[config.mk]
export PLATFORM = sky130hd
export DESIGN_NAME = alut_age_sweep12
export DESIGN_NICKNAME = d
export VERILOG_FILES = /design/src/rtl/alut_age_sweep12.sv
export SDC_FILE = /design/constraint.sdc
export NUM_CORES = 1
export LEC_CHECK = 0
export ABC_AREA = 1
export CELL_PAD_IN_SITES_DETAIL_PLACEMENT = 1
export CELL_PAD_IN_SITES_GLOBAL_PLACEMENT = 2
export CORE_ASPECT_RATIO = 0.75
export CORE_UTILIZATION = 22
export CTS_CLUSTER_SIZE = 28
export DETAILED_ROUTE_END_ITERATION = 6
export GPL_TIMING_DRIVEN = 0
export PLACE_DENSITY = 0.76
export SLEW_MARGIN = 20
export SYNTH_ARGS = -nofsm -noshare
export SYNTH_HDL_FRONTEND = slang
export SYNTH_SLANG_ARGS = --single-unit
[constraint.sdc]
create_clock -name pclk12 -period 3 [get_ports pclk12]
set_input_delay 0.3 -clock pclk12 [delete_from_list [all_inputs] [get_ports pclk12]]
set_output_delay 0.3 -clock pclk12 [all_outputs]
set_load 0.02 [all_outputs]
[src/rtl/alut_age_sweep12.sv]
// ALUT aging engine: sweeps all entries through the RAM age port and invalidates stale ones.
// Optional ALUT_AGE_AUTO_SWEEP_EN adds a free-running interval timer that starts sweeps itself.
module alut_age_sweep12 #(
    parameter int unsigned DW             = 83,
    parameter int unsigned DD             = 256,
    parameter logic [31:0] SWEEP_INTERVAL = 32'd100000
) (
    input  logic          pclk12,
    input  logic          p_reset12,
    input  logic          age_start12,
    input  logic [31:0]   curr_time12,
    input  logic [31:0]   age_thresh12,
    input  logic [DW-1:0] mem_read_data_age12,
    input  logic [7:0]    mem_addr_add12,
    input  logic          mem_write_add12,
    output logic [7:0]    mem_addr_age12,
    output logic          mem_write_age12,
    output logic [DW-1:0] mem_write_data_age12,
    output logic          sweep_busy12,
    output logic          sweep_done12,
    output logic [8:0]    aged_count12
);

    localparam int unsigned VldBit = 82;

    typedef enum logic [2:0] {StIdle, StRd, StChk, StWr, StDone} state_e;

    state_e        state_q, state_d;
    logic [7:0]    idx_q, idx_d;
    logic [8:0]    cnt_q, cnt_d;
    logic [8:0]    aged_q, aged_d;
    logic          coll_q, coll_d;
    logic [DW-1:0] data_q, data_d;

    logic          add_hit;
    logic          last;
    logic          start;
    logic [31:0]   age;
    logic [DW-1:0] wdata;

    assign add_hit = mem_write_add12 && (mem_addr_add12 == idx_q);
    assign last    = (idx_q == 8'(DD - 1));
    // Modular subtraction keeps timestamps that wrapped past 2^32 correct.
    assign age     = curr_time12 - mem_read_data_age12[79:48];

`ifdef ALUT_AGE_AUTO_SWEEP_EN
    logic [31:0] intv_q, intv_d;

    assign start = age_start12 || (intv_q == SWEEP_INTERVAL - 32'd1);

    always_comb begin
        intv_d = 32'd0;
        if (state_q == StIdle && !start) begin
            intv_d = intv_q + 32'd1;
        end
    end

    always_ff @(posedge pclk12) begin
        if (p_reset12) begin
            intv_q <= 32'd0;
        end else begin
            intv_q <= intv_d;
        end
    end
`else
    assign start = age_start12;
`endif

    always_comb begin
        wdata         = data_q;
        wdata[VldBit] = 1'b0;
    end

    assign mem_addr_age12       = idx_q;
    assign mem_write_age12      = (state_q == StWr) && !add_hit && !p_reset12;
    assign mem_write_data_age12 = (state_q == StWr) ? wdata : '0;
    assign sweep_busy12         = (state_q == StRd) || (state_q == StChk) || (state_q == StWr);
    assign sweep_done12         = (state_q == StDone);
    assign aged_count12         = aged_q;

    always_comb begin
        state_d = state_q;
        idx_d   = idx_q;
        cnt_d   = cnt_q;
        aged_d  = aged_q;
        coll_d  = coll_q;
        data_d  = data_q;
        unique case (state_q)
            StIdle: begin
                if (start) begin
                    state_d = StRd;
                    idx_d   = 8'd0;
                    cnt_d   = 9'd0;
                    coll_d  = 1'b0;
                end
            end
            StRd: begin
                coll_d  = coll_q || add_hit;
                state_d = StChk;
            end
            StChk: begin
                data_d = mem_read_data_age12;
                if (mem_read_data_age12[VldBit] && (age > age_thresh12) && !(coll_q || add_hit)) begin
                    state_d = StWr;
                end else begin
                    coll_d  = 1'b0;
                    idx_d   = last ? idx_q : idx_q + 8'd1;
                    state_d = last ? StDone : StRd;
                end
            end
            StWr: begin
                if (mem_write_age12) begin
                    cnt_d = cnt_q + 9'd1;
                end
                coll_d  = 1'b0;
                idx_d   = last ? idx_q : idx_q + 8'd1;
                state_d = last ? StDone : StRd;
            end
            StDone: begin
                aged_d  = cnt_q;
                state_d = StIdle;
            end
            default: state_d = StIdle;
        endcase
    end

    always_ff @(posedge pclk12) begin
        if (p_reset12) begin
            state_q <= StIdle;
            idx_q   <= 8'd0;
            cnt_q   <= 9'd0;
            aged_q  <= 9'd0;
            coll_q  <= 1'b0;
            data_q  <= '0;
        end else begin
            state_q <= state_d;
            idx_q   <= idx_d;
            cnt_q   <= cnt_d;
            aged_q  <= aged_d;
            coll_q  <= coll_d;
            data_q  <= data_d;
        end
    end

endmodule

# Word-level counts from Yosys, hierarchy flattened
# Index checks and enable logic that the tools add are counted.
# totals
regBits	112
latchBits	0
ramBits	0
mem_bits_ro	0
in_bits	159
n_memories	0
# classes
addsub	3
mul	0
div_mod_pow	0
order_cmp	1
n_eq_ne	9
shifts	0
muxes	15
bitwise	0
n_reduce_logical	18
# ops
op	n
82-bit 2-to-1 mux	1
32-bit greater-than comparator	1
32-bit subtractor	1
8-bit 2-to-1 mux	3
8-bit one-hot mux with 3 select lines	1
9-bit 2-to-1 mux	2
9-bit one-hot mux with 2 select lines	1
3-bit one-hot mux with 4 select lines	1
9-bit by 1-bit adder with 9-bit output (second input constant)	1
3-bit 2-to-1 mux	3
3-bit AND reduction	3
8-bit by 1-bit adder with 8-bit output (second input constant)	1
8-bit == test	1
8-bit == test (second input constant)	1
3-bit by 2-bit == test with 1-bit output (second input constant)	2
2-bit != test (second input constant)	3
1-bit logical AND	5
1-bit one-hot mux with 4 select lines	1
4-bit nonzero test	1
3-bit by 1-bit == test with 1-bit output (second input constant)	1
3-bit == test (second input constant)	1
1-bit zero test	3
3-bit zero test	1
1-bit logical OR	3
3 further kinds	4

# Depth between registers and ports, before layout
# logic_depth
word_depth	7
depth_mapped	29
mapped_depth_nobuf	29

# Least setup slack after synthesis
# OpenSTA, ideal clock, no wires.
# synth_timing
path_type	input to register
startpoint	input curr_time12[0]
endpoint	register state_q[1]
arrival_ns	2.942
required_ns	2.885
path_slack_ns	-0.057
cell_stages	25
path_buffers	1
path_cell_list	inv_1 > ha_1 > inv_1 > fa_1 > nand3_1 > nand2_2 > nand2_1 > nand2_2 > inv_2 > o21ai_4 > a21oi_1 > o21bai_1 > xor2_1 > ha_1 > nand2_1 > nor2_1 > nand2_1 > nor2_1 > nand2_1 > nand2_1 > nor2_4 > nand3_4 > buf_6 > inv_2 > o21a_1
# synth_between
elab_chain_cells	6
# synth_rtl
item	line	text
from (decl)	11	input logic [31:0] curr_time12,
32-bit subtractor	44	assign age = curr_time12 - mem_read_data_age12[79:48];
32-bit greater-than comparator	103	if (mem_read_data_age12[VldBit] && (age > age_thresh12) && !(coll_q || add_hit)) begin
1-bit logical AND (2 in series)	103	
3-bit 2-to-1 mux	103	
3-bit one-hot mux with 4 select lines	88	unique case (state_q)
to (signal assigned)	129	state_q <= StIdle;
to (signal assigned)	136	state_q <= state_d;
to (decl)	28	state_e state_q, state_d;
# Every way passes these cells.
# A chain may end at the register's enable or synchronous reset.

# Worst setup path after layout
# layout_timing
startpoint	input mem_read_data_age12[53]
endpoint	register idx_q[0], in the netlist mem_addr_age12[0]
# layout_between
elab_chain_cells	6
# layout_rtl
item	line	text
from (decl)	13	input logic [DW-1:0] mem_read_data_age12,
32-bit subtractor	44	
32-bit greater-than comparator	103	
1-bit logical AND (2 in series)	103	
2-bit != test (no source line)	--	
3-bit AND reduction (no source line)	--	
to (signal assigned)	137	idx_q <= idx_d;
to (decl)	29	logic [7:0] idx_q, idx_d;
# Every way passes these cells.

==> impl_metrics.tcl <==
set metrics [dict create \
    antenna_found_initial 9 \
    finalCriticalPeriod_ns 3.09 \
    arrival_ns 3.41 \
    insertion_delay_ns 0.37 \
    grt_setup_unrepaired "true" \
    overflow 0 \
    ys_warn_count 0 \
    boundaryPins 262 \
    end_kind "register" \
    hp-start "mem_read_data_age12[69]" \
    synth_top_flop_cell "dfxtp_1" \
    worst_slew_pin_slew_ns 0.630 \
    yosysTopAreaCell "dfxtp_1" \
    clock.fmax_ghz 0.323 \
    cp_max_fo 8 \
    worst_slack_ns -0.0948 \
    syn_avg_cell_area_sq_um 6.55 \
    combPwrFrac_pct 40.4 \
    synth-edff-count 0 \
    dr.pass1.iters 4 \
    multiInputGateArea_sq_um 5650 \
    grt_max_degree 22 \
    path_common_cell "nand2_2" \
    switching_share_pct 37.0 \
    peakVddDrop_mv 0.235 \
    cts_tree "yes" \
    violations "setup timing" \
    regArea_sq_um 2240 \
    internal_power_w 0.00310 \
    cts_made_buffers 9 \
    path_buf_inv 6 \
    fin_crit_sh_pct 103 \
    start_util_pct 22.3 \
    drt-vias-per-instance 4.41 \
    yosysSeqAreaShare_pct 28.9 \
    syn_inst 1183 \
    dpl_cell_area_sq_um 10900 \
    power_frac_seq_pct 34.1 \
    cp.depth 27 \
    synth_area_leaders "dfxtp_1, ha_1, inv_1" \
    hold_viol_final 0 \
    r2r-start "mem_addr_age12[0]" \
    wire_per_inst_um 16.2 \
    drc 0 \
    cts_sinks 112 \
    syn_nets 1408 \
    fin_skew_ns 0.00580 \
    netlist_top_cells_count "inv_1, nand2_1, nor2_1, a21oi_1, dfxtp_1" \
    dp_hpwl_mm 24.9 \
    core_area_sq_um 34700 \
    status "finished with violations" \
    synth_top_area_share_pct 28.9 \
    dp_slack_ns -1.56 \
    portBuffers 259 \
    totalPowerFinal_w 0.00492 \
    final_nets 1753 \
    drive_gt1_share_pct 24.6 \
    rr_worst_depth 12 \
    grt_pass1_wl_mm 49.5 \
    synth-seq-cells 112 \
    syn2layout_area_growth_pct 68.0 \
    worst_ep_required_time_ns 3.31 \
    yosysMostFrequentCell "inv_1" \
    drt_wl_total_mm 32.4 \
    path_clk_slew_ns 0.08 \
    root_buffer "clkbuf_16" \
    final_core_util_pct 37.5 \
    r2r-end "mem_addr_age12[0]" \
    path_class "primary input to register" \
    clockPowerShare_pct 25.5 \
    startpoint_type "primary input" \
    critPathTopFamily "simple AND/OR/NAND/NOR gates" \
    maxCapViolCount 0 \
    slew_viol_final 0 \
    slowest_delay_ns 0.29 \
    p_leak_nw 5.48 \
    r2r_slack_ns 1.08 \
    cts_buffer_depth 2 \
    drt-initial-drc-count 399 \
    gp_congestion 0.830 \
    synth_cell_types 48 \
    syn_area_sq_um 7750 \
    slew_headroom_pct 58.0 \
    die_h_um 165 \
    design_area_sq_um 13000 \
    hold_end "data_q[69]" \
    finalSetupViolations 9 \
    cp_slowest_cell "ha_4" \
    hold_path_depth 3 \
    track_usage_pct 17.8 \
    htreeDepth 3 \
    grt_pass1_vias 9114 \
    switchingPower_w 0.00182 \
    pwr_density_cell_nw_per_um2 378 \
    row_count 59 \
    hold_path_class "primary input to register" \
    die-area_sq_um 36000 \
    async_flop_share_pct 0 \
    num_vias 8811 \
    nFillCells 4288 \
    die_w_um 219 \
    ant_nets 0 \
]
==> cells by family after synthesis <==
family                   synth area share [%]
buffers and inverters                    13.8
adder cells (fa/ha/maj)                  10.8
AND/OR/NAND/NOR                          22.5
AO/OA/AOI/OAI                            19.9
other                                  0.0484
flip-flops                               28.9
XOR/XNOR                                 4.07
==> cell type report <==
class / instances / area share (%)
clock buffer: 9 / 1.73
inverter: 232 / 6.78
sequential: 112 / 17.2
clock inverter: 7 / 0.538
antenna: 7 / 0.135
buffer: 43 / 1.58
multi-input combinational: 796 / 43.4
timing repair buffer: 334 / 24.2
tap: 457 / 4.39
==> state kept, by name, summed over array words and instances (netlist names) <==
signal	count
data_q	82
coll_q	1
state_q	3
cnt_q	9
aged_count12	9
mem_addr_age12	8
==> cells in the final DEF, fill, tap and decap left out, drive strengths merged, types with 39 or more instances in the layout <==
cell type and n:
nor2 169, clkdlybuf4s50 199, dfxtp 112, a21oi 147, inv 235, nand2 170
buf 96, clkbuf 39, o21ai 116, ha 65
==> power groups by stage <==
stage               Sequential, W  Combinational, W  Clock, W
floorplan                 0.00171          0.000909         0
global placement          0.00171           0.00148         0
detailed placement        0.00171           0.00151         0
CTS                       0.00168           0.00190   0.00132
global route              0.00169           0.00219   0.00136
finish                    0.00168           0.00199   0.00125
==> routing by layer <==
layer	part of all wire (%)	wire [um]	vias to the layer above	GRT usage, %
met5	0.037	12	-	0
met4	1.3	409	2	3.63
met3	5.6	1820	23	4.14
met2	45	14500	193	29.2
met1	48	15600	4133	23.9
li1	-	-	4460	-
==> repair_timing <==
| action | CTS | global route |
|---|---|---|
| hold buffers | 0 | 0 |
| endpoints found under the setup margin | 16 | 88 |
| gates resized for setup | 309 | 75 |
| buffers inserted | 62 | 12 |
| cloned | 1 | 0 |
| pin swaps | 141 | 63 |
==> worst max-delay path by stage <==
stage	from	to	slack [ns]
2_1_floorplan	curr_time12[0]	state_q[1]	0.008
3_3_place_gp	mem_read_data_age12[48]	mem_addr_age12[4]	-1.57
3_5_place_dp	mem_read_data_age12[48]	mem_addr_age12[7]	-1.56
4_1_cts	curr_time12[0]	mem_addr_age12[0]	-0.10
5_1_grt	mem_read_data_age12[53]	mem_addr_age12[5]	-0.31
6_report	mem_read_data_age12[53]	mem_addr_age12[0]	-0.09
==> through the flow <==
step                      TNS (ns)  cells  hold slack [ns]
after floorplan                  0   1183            0.430
after global placement      -18.11   1899            0.440
after detailed placement    -18.11   1899            0.447
after CTS                   -0.849   1978            0.221
after global routing         -2.93   1991            0.228
final                       -0.709   1997            0.216
==> worst min-delay path, cell delays in order <==
cell and delay, ns:
clkbuf_2 0.10, inv_2 0.08, a21oi_1 0.06
Power figures use the tool's default switching activity.
==> patch: new RTL, same flow settings <==
`DW`: 83 -> 166.
--- a/src/rtl/alut_age_sweep12.sv
+++ b/src/rtl/alut_age_sweep12.sv
@@ -1,7 +1,7 @@
 // ALUT aging engine: sweeps all entries through the RAM age port and invalidates stale ones.
 // Optional ALUT_AGE_AUTO_SWEEP_EN adds a free-running interval timer that starts sweeps itself.
 module alut_age_sweep12 #(
-    parameter int unsigned DW             = 83,
+    parameter int unsigned DW             = 166,
     parameter int unsigned DD             = 256,
     parameter logic [31:0] SWEEP_INTERVAL = 32'd100000
 ) (
Ports: changed (resized mem_read_data_age12 and mem_write_data_age12); port bits go from 262 to 428. The function was not compared with the original's and may differ.
==> patch against the unedited design <==
The flow still finishes with violations (negative setup slack); final cell count grew 40%; global-route usage grew 2.4 points; sequential cell count grew 83; critical path type unchanged; worst setup slack lost 0.11 ns; total power grew 54%; routed wire length grew 61%; area after synthesis grew 42%; worst hold slack lost 0.070 ns; sequential power grew 73%; final area grew 41%; non-clock buffer count grew 196.
==> patch: results (changes against the unedited design) <==
Max FFs per register - 165 (+100%)
Drt wl/cell - 18.68 um (+15%)
Met1 wire length - 25310 um (+62%)
Outcome - finished, violations left
HP Class - input pin to flip-flop
Commonest cells post-synth - inv_1 (305), nor2_1 (239), a21oi_1 (227), dfxtp_1 (195), o21ai_0 (183)
Reg2reg start - state_q[2]$_SDFFE_PP0P_
WL met2 - 23980 um (+66%)
Crit-path max cell delay - 0.34 ns (+0.05 ns)
Worst vdd ir - 0.3064 mV (+30%)
Mapped Nets - 1926 (+37%)
Post-synth ARST share - 0% (unchanged)
M3 GR Usage - 4.199% (+0.055 points)
R2r setup slk - 1.07 ns
Clock skew - 0.01529 ns (+0.009491 ns)
Syn_area_per_cell - 6.810 sq um (+4.0%)
NumNets Final - 2440 (+39%)
WL final - 52230 um (+61%)
Sequential fraction of the synthesis area - 35.43% (+6.5 points)
Slew margin rel. - 53.60% (-4.4 points)
Pin count of the biggest net entering global routing - 17 (-23%)
Final setup fails - 12 (+3)
Met3 Wirelength - 2243 um (+23%)
Leakage - 7.297 nW (+33%)
CP max stage cell - fa_2
Area after DPL - 16130 sq um (+47%)
Vias in the first global route - 13.11k (+44%)
Top post-synthesis cells by area - dfxtp_1 (35%), inv_1 (10%), a21oi_1 (10%), o21ai_0 (8.3%), nor2_1 (8.1%)
Post-place setup slack - -1.346 ns (+0.2090 ns)
FILL cells - 5948 (+39%)
GRT Total Usage - 20.28% (+2.4 points)
Hold Crit Depth - 2 (-1)
Placed instance count - 2691 (+42%)
Num CTS Buffers - 17 (+8)
DR top layer - met5
Drt first pass iters - 5 (+1)
Dpl hpwl - 40820 um (+64%)
Layout cells sized above 1 - 17.23% (-7.4 points)
Worst r2r path cells - 7 (-5)
First-pass GRT wire length - 78260 um (+58%)
Hold EP - coll_q$_SDFFE_PP0P_
Port Buffers - 425 (+64%)
H-tree depth - 4 (+1)
Reg2reg end - data_q[47]$_SDFFE_PP0N_
Met1 GRT Util - 27.61% (+3.7 points)
Crit path max fanout - 5 (-3)
DRT iter0 DRCs - 543 (+36%)
CP Capture Point - mem_addr_age12[2]$_SDFFE_PP0P_
Hold_sp - p_reset12
Worst Setup SP - curr_time12[0]
WHS - 0.1460 ns (-0.07007 ns)
Routed vias - 12.46k (+41%)
Grt met2 use - 32.80% (+3.6 points)
Worst skew pair latency - 0.47 ns (+0.10 ns)
PnR worst setup slack - -0.2085 ns (-0.1137 ns)
Required @ worst endpoint - 3.36 ns (+0.05 ns)
Failing checks - negative setup slack
Gpl congestion - 0.8373 (+0.92%)
Initial antenna violation count - 7 (-2)
patch: what timing repair did:
| action | 4_1_cts | 5_1_grt |
|---|---|---|
| hold buffers | 0 | 0 |
| endpoints found under the setup margin | 152 | 41 |
| gates cloned | 2 | 0 |
| pin swaps | 120 | 38 |
| setup buffers | 53 | 16 |
| gates resized for setup | 297 | 34 |
patch: through the flow:
stage          setup TNS, ns  total power [mW]  utilization (%)
2_1_floorplan       -0.03834             4.095                -
3_5_place_dp          -15.39             4.959            32.89
3_3_place_gp          -15.29             4.891            32.89
4_1_cts               -1.186             7.565            36.85
6_report              -1.863             7.566            37.35
5_1_grt               -4.325             8.019            37.32
patch: area by class of cell:
class,instances,share of cell area (%)
clock buffers,21,2.568
diodes,6,0.08196
repair buffers,495,26.20
inverters,313,6.495
well taps,648,4.426
clock inverters,8,0.2868
flip-flops and latches,195,21.32
plain buffers,78,2.090
multi-input cells,1032,36.54
patch: worst reg2reg max path: cells and delay by family, from the launching register on:
family | cells | cell delay [ns]
buffers and inverters | 4 | 1.01
DFF | 1 | 0.40
and+or+nand+nor | 2 | 0.24
AOI/OAI and AO/OA | 1 | 0.15
patch: power by group:
| group | internal [mW] | leakage (nW) | switching (mW) |
|---|---|---|---|
| Clock | 1.11 | 0.257 | 1.09 |
| Sequential | 2.81 | 1.59 | 0.0942 |
| Combinational | 1.08 | 5.45 | 1.37 |
patch: cell families after synthesis:
logic type,after synthesis,share of synthesized area [%]
and+or+nand+nor,460,17.57
other,1,0.03403
DFF,195,35.43
xor gates and xnor gates,39,3.100
AOI/OAI and AO/OA,465,22.21
adders and majority gates,66,7.562
buffers and inverters,392,14.10
